<file path="src/rtl/rv32i_insn_encoder.sv">
`default_nettype none
// ============================================================================
// Module      : rv32i_insn_encoder
// Description : Two-stage RV32I instruction word encoder with range/alignment
//               checking, valid/ready handshake and saturating statistics.
// Revision    : 1.0 - initial release
// ============================================================================
module rv32i_insn_encoder (
    input  logic        clk,
    input  logic        rst,
    input  logic        in_valid,
    output logic        in_ready,
    input  logic [2:0]  in_imm_fmt,
    input  logic [6:0]  in_opcode,
    input  logic [4:0]  in_rd,
    input  logic [4:0]  in_rs1,
    input  logic [4:0]  in_rs2,
    input  logic [2:0]  in_funct3,
    input  logic [6:0]  in_funct7,
    input  logic [31:0] in_imm,
    output logic        out_valid,
    input  logic        out_ready,
    output logic [31:0] out_instr,
    output logic [1:0]  out_err,
    output logic [15:0] cnt_ok,
    output logic [15:0] cnt_err
);

    localparam logic [2:0]  C_FMT_I     = 3'b000;
    localparam logic [2:0]  C_FMT_S     = 3'b001;
    localparam logic [2:0]  C_FMT_B     = 3'b010;
    localparam logic [2:0]  C_FMT_U     = 3'b011;
    localparam logic [2:0]  C_FMT_J     = 3'b100;
    localparam logic [2:0]  C_FMT_R     = 3'b101;
    localparam logic [1:0]  C_ERR_OK    = 2'b00;
    localparam logic [1:0]  C_ERR_RANGE = 2'b01;
    localparam logic [1:0]  C_ERR_ALIGN = 2'b10;
    localparam logic [1:0]  C_ERR_FMT   = 2'b11;
    localparam logic [15:0] C_CNT_MAX   = 16'hFFFF;

    logic        r_s1_valid;
    logic [31:0] r_s1_instr;
    logic [1:0]  r_s1_err;
    logic        r_out_valid;
    logic [31:0] r_out_instr;
    logic [1:0]  r_out_err;
    logic [15:0] r_cnt_ok;
    logic [15:0] r_cnt_err;

    logic        w_range;
    logic        w_align;
    logic        w_illegal;
    logic [1:0]  w_err;
    logic [31:0] w_packed;
    logic [31:0] w_instr;
    logic        w_s2_load;
    logic        w_accept;
    logic        w_deliver;

    // A field is in range when all bits above the encodable width are sign copies.
    always_comb begin
        w_range = 1'b0;
        case (in_imm_fmt)
            C_FMT_I, C_FMT_S: w_range = !((&in_imm[31:11]) || (~|in_imm[31:11]));
            C_FMT_B:          w_range = !((&in_imm[31:12]) || (~|in_imm[31:12]));
            C_FMT_J:          w_range = !((&in_imm[31:20]) || (~|in_imm[31:20]));
            C_FMT_U:          w_range = |in_imm[11:0];
            default:          w_range = 1'b0;
        endcase
    end

    assign w_align   = ((in_imm_fmt == C_FMT_B) || (in_imm_fmt == C_FMT_J)) && in_imm[0];
    assign w_illegal = in_imm_fmt[2] && in_imm_fmt[1];

    always_comb begin
        w_err = C_ERR_OK;
        if (w_illegal) begin
            w_err = C_ERR_FMT;
        end else if (w_align) begin
            w_err = C_ERR_ALIGN;
        end else if (w_range) begin
            w_err = C_ERR_RANGE;
        end
    end

    always_comb begin
        w_packed = 32'h0;
        case (in_imm_fmt)
            C_FMT_R: w_packed = {in_funct7, in_rs2, in_rs1, in_funct3, in_rd, in_opcode};
            C_FMT_I: w_packed = {in_imm[11:0], in_rs1, in_funct3, in_rd, in_opcode};
            C_FMT_S: w_packed = {in_imm[11:5], in_rs2, in_rs1, in_funct3, in_imm[4:0], in_opcode};
            C_FMT_B: w_packed = {in_imm[12], in_imm[10:5], in_rs2, in_rs1, in_funct3,
                                 in_imm[4:1], in_imm[11], in_opcode};
            C_FMT_U: w_packed = {in_imm[31:12], in_rd, in_opcode};
            C_FMT_J: w_packed = {in_imm[20], in_imm[10:1], in_imm[11], in_imm[19:12],
                                 in_rd, in_opcode};
            default: w_packed = 32'h0;
        endcase
    end

    assign w_instr   = (w_err == C_ERR_OK) ? w_packed : 32'h0;

    assign w_s2_load = !r_out_valid || out_ready;
    assign in_ready  = !r_s1_valid || w_s2_load;
    assign w_accept  = in_valid && in_ready;
    assign w_deliver = r_out_valid && out_ready;

    always_ff @(posedge clk) begin
        if (rst) begin
            r_s1_valid  <= 1'b0;
            r_s1_instr  <= 32'h0;
            r_s1_err    <= C_ERR_OK;
            r_out_valid <= 1'b0;
            r_out_instr <= 32'h0;
            r_out_err   <= C_ERR_OK;
            r_cnt_ok    <= 16'h0;
            r_cnt_err   <= 16'h0;
        end else begin
            if (w_s2_load) begin
                r_out_valid <= r_s1_valid;
                r_out_instr <= r_s1_instr;
                r_out_err   <= r_s1_err;
            end
            // A fresh accept refills S1 even while its old word moves into S2.
            if (w_accept) begin
                r_s1_valid <= 1'b1;
                r_s1_instr <= w_instr;
                r_s1_err   <= w_err;
            end else if (w_s2_load) begin
                r_s1_valid <= 1'b0;
            end
            if (w_deliver) begin
                if (r_out_err == C_ERR_OK) begin
                    if (r_cnt_ok != C_CNT_MAX) begin
                        r_cnt_ok <= r_cnt_ok + 16'd1;
                    end
                end else begin
                    if (r_cnt_err != C_CNT_MAX) begin
                        r_cnt_err <= r_cnt_err + 16'd1;
                    end
                end
            end
        end
    end

    assign out_valid = r_out_valid;
    assign out_instr = r_out_instr;
    assign out_err   = r_out_err;
    assign cnt_ok    = r_cnt_ok;
    assign cnt_err   = r_cnt_err;

endmodule
`default_nettype wire

</file>
<file path="config.mk">
export PLATFORM = sky130hd
export DESIGN_NAME = rv32i_insn_encoder
export DESIGN_NICKNAME = d
export VERILOG_FILES = /design/src/rtl/rv32i_insn_encoder.sv
export SDC_FILE = /design/constraint.sdc
export NUM_CORES = 1
export LEC_CHECK = 0
export BUFFER_PORTS_ARGS = -buffer_cell sky130_fd_sc_hd__buf_2
export CORE_AREA = 2 2 124 96
export CTS_CLUSTER_DIAMETER = 50
export DETAILED_ROUTE_END_ITERATION = 7
export DIE_AREA = 0 0 126 98
export PLACE_DENSITY_LB_ADDON = 0.12
export SYNTH_ARGS = -nofsm -noshare
export SYNTH_HDL_FRONTEND = slang
export SYNTH_SLANG_ARGS = --single-unit
</file>
<file path="constraint.sdc">
create_clock -name clk -period 2 [get_ports clk]
set_input_delay 0.1 -clock clk [delete_from_list [all_inputs] [get_ports clk]]
set_output_delay 0.1 -clock clk [all_outputs]
set_load 0.01 [all_outputs]
</file>
# After elaboration in Yosys (flattened, before gate mapping)
# Cells that the tools add are included.
dict set report word_totals {
  out_inout_bits 68
  regBits 102
  wordCells 58
}
dict set report op_classes {
  n_eq_ne 7
  reduce_logical 32
  muxes 8
  bitwise_logic 1
  addsub 2
}
# cell count
set ops {}
lappend ops {{one-hot mux 32 bit (6 select lines)} 1}
lappend ops {{adder 16 x 1 -> 16 bit, second input constant} 2}
lappend ops {{2-to-1 mux 32 bit} 1}
lappend ops {{inequality test 16 bit, second input constant} 2}
lappend ops {{OR reduction 12 bit} 2}
lappend ops {{AND reduction 21 bit} 1}
lappend ops {{OR reduction 21 bit} 1}
lappend ops {{AND reduction 20 bit} 1}
lappend ops {{OR reduction 20 bit} 1}
lappend ops {{AND reduction 12 bit} 1}
lappend ops {{logical NOT 1 bit} 8}
lappend ops {{equality test 3 x 2 -> 1 bit, second input constant} 2}
lappend ops {{equality test 3 bit, second input constant} 2}
lappend ops {{logical OR 1 bit} 6}
lappend ops {{AND reduction 3 bit} 2}
lappend ops {{logical AND 1 bit} 4}
lappend ops {{logical NOT 2 bit} 2}
lappend ops {{2-to-1 mux 2 bit} 2}
lappend ops {{one-hot mux 1 bit (4 select lines)} 1}
lappend ops {{equality test 3 x 1 -> 1 bit, second input constant} 1}
lappend ops {{logical NOT 3 bit} 1}
lappend ops {{2-to-1 mux 1 bit} 3}
lappend ops {{nonzero test 2 bit} 1}
lappend ops {{OR reduction 2 bit} 1}
lappend ops {{inverter 1 bit} 1}

# Depth between registers and ports, before layout
# Gate-level depths: netlist of the first run.
dict set report depth {
  word_depth 10
  ltp_mapped 7
  ltp_nobuf 6
}

# Worst setup path after synthesis of the first run
# Ideal clock, no wire load.
dict set report synth_path {
  kind {register -> register}
  from {register r_out_err[1], in the netlist out_err[1]}
  to {register r_cnt_ok[11], in the netlist cnt_ok[11]}
  n_path_buf 2
  period_less_slack_ps 1999
  slack_ps 1
  required_time_ps 1929
  stages_incl_launch_ff 8
  arrival_ps 1929
  path_cell_list {dfxtp_1 > or2_1 > or2_0 > buf_2 > or4_1 > buf_2 > or3_1 > a21oi_1}
}
dict set report synth_between {
  elab_chain_len 2
}
# item line_no
set synth_rtl {}
lappend synth_rtl {{start, declared} 46} ;# logic [1:0] r_out_err;
lappend synth_rtl {{start signal, assigned} 122} ;# r_out_err <= r_s1_err;
lappend synth_rtl {{logical NOT 2 bit} 133} ;# if (r_out_err == C_ERR_OK) begin
lappend synth_rtl {{AND reduction 3 bit (no line)} -}
lappend synth_rtl {{end signal, assigned} 135} ;# r_cnt_ok <= r_cnt_ok + 16'd1;
lappend synth_rtl {{end, declared} 47} ;# logic [15:0] r_cnt_ok;
# Every way passes these cells.
# A chain may end at the register's enable or synchronous reset.

# Worst setup path after layout of the first run
dict set report layout_path {
  from {register r_out_err[1], in the netlist out_err[1]}
  to {register r_cnt_ok[13], in the netlist cnt_ok[13]}
}
# Same word-level chain as after synthesis.

==> results of run 1 <==
placed cells by master, fill, tap and decap left out, drive strengths merged, types with 3 or more instances in the layout:
cell    synthesis  layout
a21oi          59      59
a22oi          13      13
and4            3       3
buf             7     169
bufinv          0       5
clkbuf         40       9
dfxtp         102     102
inv             3       3
mux2            5       5
mux2i          11      11
nand2         143     143
nand3          15      15
nand4          20      20
nor2           32      32
nor2b          17      17
nor3           16      16
nor3b           4       4
nor4           13      13
o21ai          28      28
o221ai          6       6
o22ai          12      12
o31ai          12      12
o41ai          13      13
or3            11      11
xnor2          23      23
where the power goes:
group / leakage (nW) / switching, W / internal (W)
Clock: 0.186 / 0.000756 / 0.00147
Combinational: 1.44 / 0.000303 / 0.000204
Sequential: 0.824 / 0.0000196 / 0.00207
Total: 2.45 / 0.00108 / 0.00374
worst min-delay path, delay by kind of cell:
kind            cells  cell delay, ps
buf+inv             1             100
compound gates      1              60
simple gates        1              50
metrics by stage:
stage | hold slack [ps] | cell area, um^2 | power [W] | util | instances
finish | 15.8 | 6250 | 0.00482 | 0.556 | 912
global route | 22.3 | 6250 | 0.00500 | 0.556 | 912
CTS | 3.19 | 6240 | 0.00486 | 0.556 | 912
detailed placement | 369 | 5850 | 0.00264 | 0.521 | 896
global placement | 365 | 5850 | 0.00263 | 0.521 | 896
floorplan | 229 | 4900 | 0.00241 | - | 630
repair_timing:
action | CTS | global route
endpoints found under the setup margin | 0 | 7
hold buffers | 1 | 0
hold endpoints to repair | 1 | 0
resized for setup | 0 | 2
worst max-delay path by stage:
| stage | startpoint | end | slack, ps | depth (start not counted) |
|---|---|---|---|---|
| after global placement | out_err[1]$_SDFFE_PP0P_ | cnt_ok[7]$_SDFFE_PP0P_ | 100 | 5 |
| after floorplan | out_err[1]$_SDFFE_PP0P_ | cnt_ok[11]$_SDFFE_PP0P_ | 0.7 | 7 |
| final | out_err[1]$_SDFFE_PP0P_ | cnt_ok[13]$_SDFFE_PP0P_ | 110 | 5 |
| after global routing | out_err[1]$_SDFFE_PP0P_ | cnt_ok[9]$_SDFFE_PP0P_ | 30 | 5 |
| after detailed placement | out_err[1]$_SDFFE_PP0P_ | cnt_ok[13]$_SDFFE_PP0P_ | 60 | 5 |
| after CTS | out_err[1]$_SDFFE_PP0P_ | cnt_ok[7]$_SDFFE_PP0P_ | 40 | 5 |
final cells by class:
cell class,instances,area (um^2),area share
sequential,102,2040,0.327
clock buffer,9,225,0.0360
timing repair buffer,170,946,0.151
clock inverter,6,159,0.0254
tap,144,180,0.0288
inverter,4,15.0,0.00240
multi-input combinational,477,2680,0.429
sequential cells by signal (all words and copies together) (netlist names):
register and cells:
out_instr 32, r_s1_instr 32, cnt_err 16, cnt_ok 16
out_err 2, r_s1_err 2, out_valid 1, r_s1_valid 1
routing by layer:
metal  vias to the layer above  share of wire  wire [um]  global-route usage
met1                      2283           0.50       6910               0.323
met5                         -              0          0                   0
met4                         0          0.011        145              0.0465
li1                       2520              -          -                   -
met2                       162           0.43       5900               0.340
met3                        15          0.060        823              0.0521
cell families (layout without fill, tap and decap cells):
logic type,after synthesis,count (layout),share of synthesized area
AO/OA/AOI/OAI,152,152,0.192
XOR/XNOR,23,23,0.0411
adder cells (fa/ha/maj),3,3,0.00715
buffers and inverters,51,189,0.0403
flip-flops,102,102,0.417
multiplexers,16,16,0.0339
AND/OR/NAND/NOR,283,283,0.269
==> out/metrics.json, run 1 <==
{
  "slew-limit-headroom": 0.509,
  "io_pins": 139,
  "clk_pin_slew_worst_paths_ps": 70,
  "timing.hold.worst.start": "in_opcode[1]",
  "start_kind": "flop",
  "post_synth_instance_area_um2": 4900,
  "hold_path_class": "input port to flop",
  "maxClockFrequency_mhz": 530,
  "global_route.overflow_total": 0,
  "worstPathMaxFanout": 10,
  "cts.sink_count": 102,
  "critical_path.top_delay_family": "simple AND/OR/NAND/NOR gates",
  "run_status": "finished clean",
  "setup_viol": 0,
  "timing.reg2reg.setup_slack_ps": 110,
  "antenna_left": 0,
  "critical_path_arrival_ps": 2150,
  "drc_errors": 0,
  "netlist_top_cells_count": "143 x sky130_fd_sc_hd__nand2_1, 102 x sky130_fd_sc_hd__dfxtp_1, 59 x sky130_fd_sc_hd__a21oi_1",
  "timing.critical_path.to_type": "flop",
  "synth_top_cell_by_area": "sky130_fd_sc_hd__dfxtp_1",
  "grt_setup_unrepaired": "no",
  "rr_worst_depth": 5,
  "die_area_um2": 12300,
  "avgRoutedWirePerCell_um": 15.1,
  "buffer_type_at_the_clock_tree_root": "sky130_fd_sc_hd__clkbuf_16",
  "final_hold_viol_count": 0,
  "tritoncts_clock_tree": "built",
  "filler_instances": 1108,
  "final.setup.worst_slack_ps": 113,
  "initial_antenna_violation_count": 0,
  "synth.avg_cell_area_um2": 7.78,
  "cellPowerDensity_nw_per_um2": 772,
  "maxCapViolCount": 0,
  "dominantRegCellSynth": "sky130_fd_sc_hd__dfxtp_1",
  "drv_slew": 0,
  "postSynthNetCount": 703,
  "core.rowCount": 34,
  "peakVddDrop_mv": 0.506,
  "finalCritPeriodShare": 0.944,
  "area_growth_pct": 27.5,
  "dp_worst_setup_slack_ps": 62.1,
  "finalSetupTns_ps": 0,
  "wirelength_um": 13800,
  "num-nets-final": 837,
  "netlist_instances": 630,
  "seq_area_frac_synth": 0.417,
  "p_leak_nw": 2.45,
  "port_buffer_count": 138,
  "crit_path_top_delay_cell": "sky130_fd_sc_hd__or4_4",
  "synth-edff-count": 0,
  "finalWorstPathRequiredPeriod_ps": 1890,
  "post-cts-setup-buffers": 0,
  "timing_worst_setup_path_type": "flop to flop",
  "n_diodes": 0,
  "rr_startpoint": "out_err[1]$_SDFFE_PP0P_",
  "number_of_global_route_vias_before_repair": 4693,
  "worstPathBufferInverterCount": 0,
  "clock_insertion_delay_worst_skew_ps": 340,
  "core-area_um2": 11200,
  "post_synth_cell_types": 43,
  "post-synth-top-area-fraction": 0.417,
  "min_delay_worst_endpoint": "r_s1_instr[1]$_SDFFE_PP0P_",
  "dr_total_vias": 4980,
  "yosys_warnings": 0,
  "synth-async-reset-ratio": 0,
  "detail_route.iter0.violations": 328,
  "worstPathRequired_ps": 2270,
  "detailedPlacementHpwl_um": 9970,
  "pin_count_of_the_biggest_net_entering_global_routing": 71,
  "firstDrtPassIters": 5,
  "die_height_um": 98,
  "finalClockSkew_ps": 6.83,
  "clockBufferDepth": 2,
  "post_route_cells_drive_above_1_share": 0.255,
  "gp_routability_congestion": 0.907,
  "die-width_um": 126,
  "worstPathCellList": "or2_1 > or2_0 > or4_4 > or3_1 > a21oi_1",
  "synthTopCellsByArea": "sky130_fd_sc_hd__dfxtp_1 42%, sky130_fd_sc_hd__nand2_1 11%, sky130_fd_sc_hd__a21oi_1 6.0%",
  "cp_slowest_stage_delay_ps": 550,
  "tightestPinTransition_ps": 737,
  "timing.rr.end": "cnt_ok[13]$_SDFFE_PP0P_",
  "total_number_of_h_tree_levels": 3,
  "cts_made_buffers": 9,
  "starting_density_of_the_core": 0.436,
  "grt_usage": 0.223,
  "synth-seq-cells": 102,
  "most_numerous_cell_in_the_yosys_netlist": "sky130_fd_sc_hd__nand2_1",
  "vias_per_cell": 5.46,
  "grt_first_pass_wirelength_um": 22900,
  "hold_path_cell_cnt": 3
}
Power figures use the tool's default switching activity.
==> run 2, diff against run 1 <==
Settings changed: ABC_AREA set to 1.
==> run 2 against run 1 <==
Setup slack better by 84 ps. Synthesized cell count up 18%. Die area unchanged.
==> out/metrics.json, run 2 <==
{
  "core.rowCount": 34,
  "cp_slowest_stage_delay_ps": 380,
  "hold_path_cell_cnt": 3,
  "avgRoutedWirePerCell_um": 13.7,
  "crit_path_top_delay_cell": "sky130_fd_sc_hd__dfxtp_1",
  "peakVddDrop_mv": 0.417,
  "port_buffer_count": 138,
  "io_pins": 139,
  "num-nets-final": 946,
  "synth-edff-count": 0,
  "finalClockSkew_ps": 7.74,
  "firstDrtPassIters": 5,
  "seq_area_frac_synth": 0.415,
  "post_synth_instance_area_um2": 4920,
  "worstPathBufferInverterCount": 1,
  "cts_made_buffers": 9,
  "layout_common_cells": "164 x sky130_fd_sc_hd__nand2_1, 138 x sky130_fd_sc_hd__buf_2, 126 x sky130_fd_sc_hd__nor2_1",
  "area_growth_pct": 23.7,
  "detail_route.iter0.violations": 553,
  "tritoncts_clock_tree": "built",
  "post_synth_cell_types": 31,
  "total_number_of_h_tree_levels": 3,
  "cellPowerDensity_nw_per_um2": 731,
  "rr_startpoint": "cnt_err[0]$_SDFFE_PP0P_",
  "hold_path_class": "input port to flop",
  "gp_routability_congestion": 0.888,
  "critical_path.top_delay_family": "simple AND/OR/NAND/NOR gates",
  "clock_insertion_delay_worst_skew_ps": 350,
  "grt_first_pass_wirelength_um": 23000,
  "core-area_um2": 11200,
  "tightestPinTransition_ps": 554,
  "worstPathRequired_ps": 2210,
  "clockBufferDepth": 2,
  "antenna_left": 0,
  "synthTopCellsByArea": "sky130_fd_sc_hd__dfxtp_1 42%, sky130_fd_sc_hd__nand2_1 13%, sky130_fd_sc_hd__nor2_1 9.8%",
  "p_leak_nw": 2.79,
  "detailedPlacementHpwl_um": 10500,
  "min_delay_worst_endpoint": "r_s1_instr[4]$_SDFFE_PP0P_",
  "grt_usage": 0.224,
  "global_route.overflow_total": 0,
  "maxClockFrequency_mhz": 555,
  "finalWorstPathRequiredPeriod_ps": 1800,
  "n_diodes": 0,
  "start_kind": "flop",
  "worstPathCellList": "ha_1 > nand3_1 > nor2_1 > nand3_1 > nand2_1 > inv_1 > nand2_1 > o21ai_0 > nor3b_1",
  "drv_slew": 0,
  "slew-limit-headroom": 0.630,
  "layout.cells.most_common": "sky130_fd_sc_hd__nand2_1",
  "die-width_um": 126,
  "synth_top_cell_by_area": "sky130_fd_sc_hd__dfxtp_1",
  "critical_path_arrival_ps": 2010,
  "dr_total_vias": 5236,
  "postSynthNetCount": 815,
  "dpl.cell_count": 1006,
  "synth-seq-cells": 102,
  "finalSetupTns_ps": 0,
  "die_area_um2": 12300,
  "number_of_global_route_vias_before_repair": 4849,
  "timing.rr.end": "cnt_err[13]$_SDFFE_PP0P_",
  "setup_viol": 0,
  "pin_count_of_the_biggest_net_entering_global_routing": 45,
  "post-cts-setup-buffers": 0,
  "synth-async-reset-ratio": 0,
  "timing_worst_setup_path_type": "flop to flop",
  "ctsHoldBuffers": 0,
  "cts.sink_count": 102,
  "buffer_type_at_the_clock_tree_root": "sky130_fd_sc_hd__clkbuf_16",
  "wirelength_um": 14000,
  "netlist_instances": 742,
  "dominantRegCellSynth": "sky130_fd_sc_hd__dfxtp_1",
  "run_status": "finished clean",
  "maxCapViolCount": 0,
  "grt_setup_unrepaired": "no",
  "cts_repair_resize_count": 0,
  "timing.hold.worst.start": "in_opcode[4]",
  "final_hold_viol_count": 0,
  "initial_antenna_violation_count": 0,
  "timing.reg2reg.setup_slack_ps": 200,
  "finish.cell_count_without_fillers": 1022,
  "yosys_warnings": 0,
  "worstPathMaxFanout": 9,
  "clk_pin_slew_worst_paths_ps": 80,
  "timing.critical_path.to_type": "flop",
  "drc_errors": 0,
  "most_numerous_cell_in_the_yosys_netlist": "sky130_fd_sc_hd__nand2_1",
  "starting_density_of_the_core": 0.438,
  "rr_worst_depth": 9,
  "die_height_um": 98,
  "post-synth-top-area-fraction": 0.415,
  "vias_per_cell": 5.12,
  "filler_instances": 1162,
  "netlist_top_cells_count": "165 x sky130_fd_sc_hd__nand2_1, 128 x sky130_fd_sc_hd__nor2_1, 102 x sky130_fd_sc_hd__dfxtp_1",
  "finalCritPeriodShare": 0.901,
  "post_route_cells_drive_above_1_share": 0.204,
  "synth.avg_cell_area_um2": 6.63
}
## run 2: cell types whose count changed after synthesis, moves of 17 or more
cell	change
sky130_fd_sc_hd__o21ai_0	+37
sky130_fd_sc_hd__nand4_1	+25
sky130_fd_sc_hd__clkbuf_1	-18
sky130_fd_sc_hd__xnor2_1	-23
sky130_fd_sc_hd__nor2_1	+96
sky130_fd_sc_hd__nand2_1	+22
sky130_fd_sc_hd__nor2b_1	-17
sky130_fd_sc_hd__inv_1	+63
## run 2: metal layers
metal	routed length (um)	track usage
met4	153	0.0549
met3	814	0.0384
met2	5920	0.340
met1	7130	0.333
met5	0	0
## run 2: final cells by class
class	count	area (um^2)	area share
Clock buffer	9	225	0.0370
Clock inverter	7	88.8	0.0146
Inverter	70	263	0.0432
Multi-Input combinational cell	539	2480	0.408
Sequential cell	102	2040	0.336
Tap cell	144	180	0.0296
Timing Repair Buffer	151	801	0.132
## run 2: cell families after synthesis
kind of cell,Yosys count,share of synthesized area
AND/OR/NAND/NOR,392,0.342
AO/OA/AOI/OAI,142,0.151
flip-flops,102,0.415
buffers and inverters,101,0.0812
XOR/XNOR,3,0.00535
adder cells (fa/ha/maj),2,0.00509
## run 2: worst register-to-register path: stages, from the launching register on
cell	delay, ps
sky130_fd_sc_hd__dfxtp_1	380
sky130_fd_sc_hd__ha_1	230
sky130_fd_sc_hd__nand3_1	100
sky130_fd_sc_hd__nor2_1	120
sky130_fd_sc_hd__nand3_1	70
sky130_fd_sc_hd__nand2_1	240
sky130_fd_sc_hd__inv_1	170
sky130_fd_sc_hd__nand2_1	150
sky130_fd_sc_hd__o21ai_0	80
sky130_fd_sc_hd__nor3b_1	140
## run 2: report_power, final
group,leakage [nW],internal [W],switching (W)
clock network,0.155,0.00100,0.000828
registers,0.827,0.00209,0.0000279
logic,1.81,0.000179,0.000326
## run 2: how the worst max path moves through the flow
stage | from | endpoint | slack [ps] | cells past startpoint
after floorplan | cnt_ok[0]$_SDFFE_PP0P_ | cnt_ok[7]$_SDFFE_PP0P_ | 340 | 13
after global placement | cnt_ok[0]$_SDFFE_PP0P_ | cnt_ok[7]$_SDFFE_PP0P_ | 250 | 14
after detailed placement | cnt_ok[0]$_SDFFE_PP0P_ | cnt_ok[7]$_SDFFE_PP0P_ | 150 | 14
after CTS | cnt_ok[0]$_SDFFE_PP0P_ | cnt_ok[8]$_SDFFE_PP0P_ | 120 | 12
after global routing | cnt_ok[1]$_SDFFE_PP0P_ | cnt_ok[13]$_SDFFE_PP0P_ | 8 | 11
final | cnt_err[0]$_SDFFE_PP0P_ | cnt_err[13]$_SDFFE_PP0P_ | 200 | 9
## run 2: through the flow
stage | util | cell area [um^2] | worst slack [ps] | hold slack, ps | total power, W
6_report | 0.542 | 6080 | 197 | 37.5 | 0.00445
5_1_grt | 0.542 | 6080 | 7.73 | 42.1 | 0.00463
4_1_cts | 0.541 | 6070 | 121 | 21.4 | 0.00449
3_5_place_dp | 0.513 | 5760 | 146 | 394 | 0.00266
3_3_place_gp | 0.513 | 5760 | 247 | 384 | 0.00266
2_1_floorplan | - | 4920 | 340 | 263 | 0.00245
==> run 3, diff against run 2 <==
Settings changed: CORE_AREA 2 2 124 96 to 2 2 122 94, DIE_AREA 0 0 126 98 to 0 0 124 96, RECOVER_POWER set to 25.
==> run 3 against run 2 <==
Sequential cell count is the same. Hold slack gained 8.5 ps. Total power shrank 3.4%. Final area shrank 1.8%. Utilization grew 1.5 points. Die area shrank 3.6%. Combinational power shrank 3%. Sequential share of layout area grew 0.58 points. Via count grew 0.92%. Non-clock buffer count shrank 2. Global-route usage grew 0.39 points.
==> out/metrics.json, run 3 (synthesized netlist as in run 2, its figures left out) <==
{
  "internal_power_w": 0.00315,
  "post_route_cells_drive_above_1_share": 0.153,
  "worstPathMaxFanout": 9,
  "drc_errors": 0,
  "cp_slowest_stage_delay_ps": 380,
  "worstPathRequired_ps": 2200,
  "final_hold_viol_count": 0,
  "placedInstanceArea_um2": 5730,
  "starting_density_of_the_core": 0.458,
  "hold_path_cell_cnt": 3,
  "avgRoutedWirePerCell_um": 13.6,
  "clk_pin_slew_worst_paths_ps": 70,
  "tightestPinTransition_ps": 573,
  "setup_viol": 0,
  "layout.cells.most_common": "sky130_fd_sc_hd__nand2_1",
  "run_status": "finished clean",
  "min_delay_worst_endpoint": "r_s1_instr[4]$_SDFFE_PP0P_",
  "power.combinational.fraction": 0.114,
  "wirelength_um": 13800,
  "finish.cell_count_without_fillers": 1016,
  "cellPowerDensity_nw_per_um2": 719,
  "timing.reg2reg.setup_slack_ps": 200,
  "port_buffer_count": 138,
  "total_number_of_h_tree_levels": 3,
  "start_kind": "flop",
  "die_height_um": 96,
  "maxCapViolCount": 0,
  "firstDrtPassIters": 5,
  "dp_worst_setup_slack_ps": 144,
  "maxClockFrequency_mhz": 555,
  "seqPwrFrac": 0.492,
  "timing.hold.worst.start": "in_opcode[4]",
  "number_of_global_route_vias_before_repair": 4530,
  "dr_total_vias": 5284,
  "core-area_um2": 10700,
  "cts_made_buffers": 9,
  "initial_antenna_violation_count": 0,
  "grt_first_pass_wirelength_um": 21600,
  "crit_path_top_delay_cell": "sky130_fd_sc_hd__dfxtp_1",
  "io_pins": 139,
  "layout_common_cells": "164 x sky130_fd_sc_hd__nand2_1, 126 x sky130_fd_sc_hd__nor2_1, 102 x sky130_fd_sc_hd__dfxtp_1",
  "final.setup.worst_slack_ps": 197,
  "detailedPlacementHpwl_um": 10300,
  "finalSetupTns_ps": 0,
  "clock_insertion_delay_worst_skew_ps": 330,
  "die_area_um2": 11900,
  "cts.sink_count": 102,
  "finalCritPeriodShare": 0.902,
  "gp_routability_congestion": 0.908,
  "rr_startpoint": "cnt_err[0]$_SDFFE_PP0P_",
  "area_growth_pct": 21.6,
  "tritoncts_clock_tree": "built",
  "finalWorstPathRequiredPeriod_ps": 1800,
  "global_route.overflow_total": 0,
  "antenna_left": 0,
  "dpl.cell_count": 1000,
  "pin_count_of_the_biggest_net_entering_global_routing": 59,
  "n_diodes": 0,
  "ctsHoldBuffers": 0,
  "core.rowCount": 33,
  "grt_usage": 0.228,
  "critical_path_arrival_ps": 2000,
  "num-nets-final": 944,
  "filler_instances": 1124,
  "detail_route.iter0.violations": 403,
  "post-layout-total-power_w": 0.00430,
  "clockPowerShare": 0.394,
  "vias_per_cell": 5.20,
  "clockBufferDepth": 2,
  "timing.critical_path.to_type": "flop",
  "finalClockSkew_ps": 5.93,
  "die-width_um": 124,
  "slew-limit-headroom": 0.618,
  "rr_worst_depth": 9,
  "timing_worst_setup_path_type": "flop to flop",
  "final_area_um2": 5980,
  "timing.rr.end": "cnt_err[13]$_SDFFE_PP0P_",
  "buffer_type_at_the_clock_tree_root": "sky130_fd_sc_hd__clkbuf_16",
  "hold_path_class": "input port to flop",
  "swShare": 0.267,
  "p_leak_nw": 2.59,
  "total_switching_power_w": 0.00115,
  "drv_slew": 0,
  "peakVddDrop_mv": 0.486,
  "worstPathCellList": "ha_1 > nand3_1 > nor2_1 > nand3_1 > nand2_1 > inv_1 > nand2_1 > o21ai_0 > nor3b_1"
}
run 3: cell count changes in the layout (fill, tap and decap cells not counted), moves of 2 or more:
cell / delta
sky130_fd_sc_hd__buf_2: -42
sky130_fd_sc_hd__clkbuf_1: +42
sky130_fd_sc_hd__clkinv_4: +2
sky130_fd_sc_hd__inv_6: -2
run 3: final cells by class:
class                   count  area (um^2)  share of cell area
multi-input cells         539         2480               0.415
flip-flops and latches    102         2040               0.342
repair buffers            149          721               0.121
inverters                  70          263              0.0440
clock buffers              10          239              0.0400
well taps                 140          175              0.0293
clock inverters             6         53.8             0.00900
run 3: metrics by stage:
stage               hold WS (ps)  utilization
detailed placement           395        0.534
global placement             389        0.534
floorplan                    263            -
CTS                         32.2        0.561
global route                42.6        0.557
finish                      46.0        0.557
run 3: how the worst max path moves through the flow:
| stage | start | to | slack (ps) | cells past startpoint |
|---|---|---|---|---|
| floorplan | cnt_ok[0]$_SDFFE_PP0P_ | cnt_ok[7]$_SDFFE_PP0P_ | 340 | 13 |
| global placement | cnt_ok[0]$_SDFFE_PP0P_ | cnt_ok[7]$_SDFFE_PP0P_ | 260 | 13 |
| detailed placement | cnt_ok[0]$_SDFFE_PP0P_ | cnt_ok[7]$_SDFFE_PP0P_ | 140 | 14 |
| CTS | cnt_ok[0]$_SDFFE_PP0P_ | cnt_ok[8]$_SDFFE_PP0P_ | 100 | 12 |
| global route | cnt_ok[0]$_SDFFE_PP0P_ | cnt_ok[8]$_SDFFE_PP0P_ | -20 | 12 |
| finish | cnt_err[0]$_SDFFE_PP0P_ | cnt_err[13]$_SDFFE_PP0P_ | 200 | 9 |
run 3: power by group through the flow:
stage               clock (W)  sequential (W)  combinational [W]
finish                0.00169         0.00211           0.000489
global route          0.00181         0.00212           0.000548
CTS                   0.00173         0.00211           0.000491
detailed placement          0         0.00216           0.000489
global placement            0         0.00216           0.000483
floorplan                   0         0.00217           0.000275
run 3: worst max-delay path, delay by kind of cell, from the launching register on:
| family | cells | cell delay (ps) |
|---|---|---|
| DFF | 1 | 380 |
| adders and majority gates | 1 | 220 |
| AOI/OAI and AO/OA | 1 | 80 |
| and+or+nand+nor | 6 | 800 |
| buffers and inverters | 1 | 170 |
run 3: layer usage:
metal	part of all wire	vias to the layer above	wire length (um)	global-route usage
met5	0	-	0	0
met4	0.0064	0	88	0.0468
met3	0.070	9	964	0.0385
met2	0.43	171	5920	0.348
met1	0.50	2396	6860	0.339
li1	-	2708	-	-
run 3: what timing repair did:
item / CTS / global route
gates resized for setup: 0 / 3
buffers inserted: 0 / 0
endpoints found under the setup margin: 0 / 6
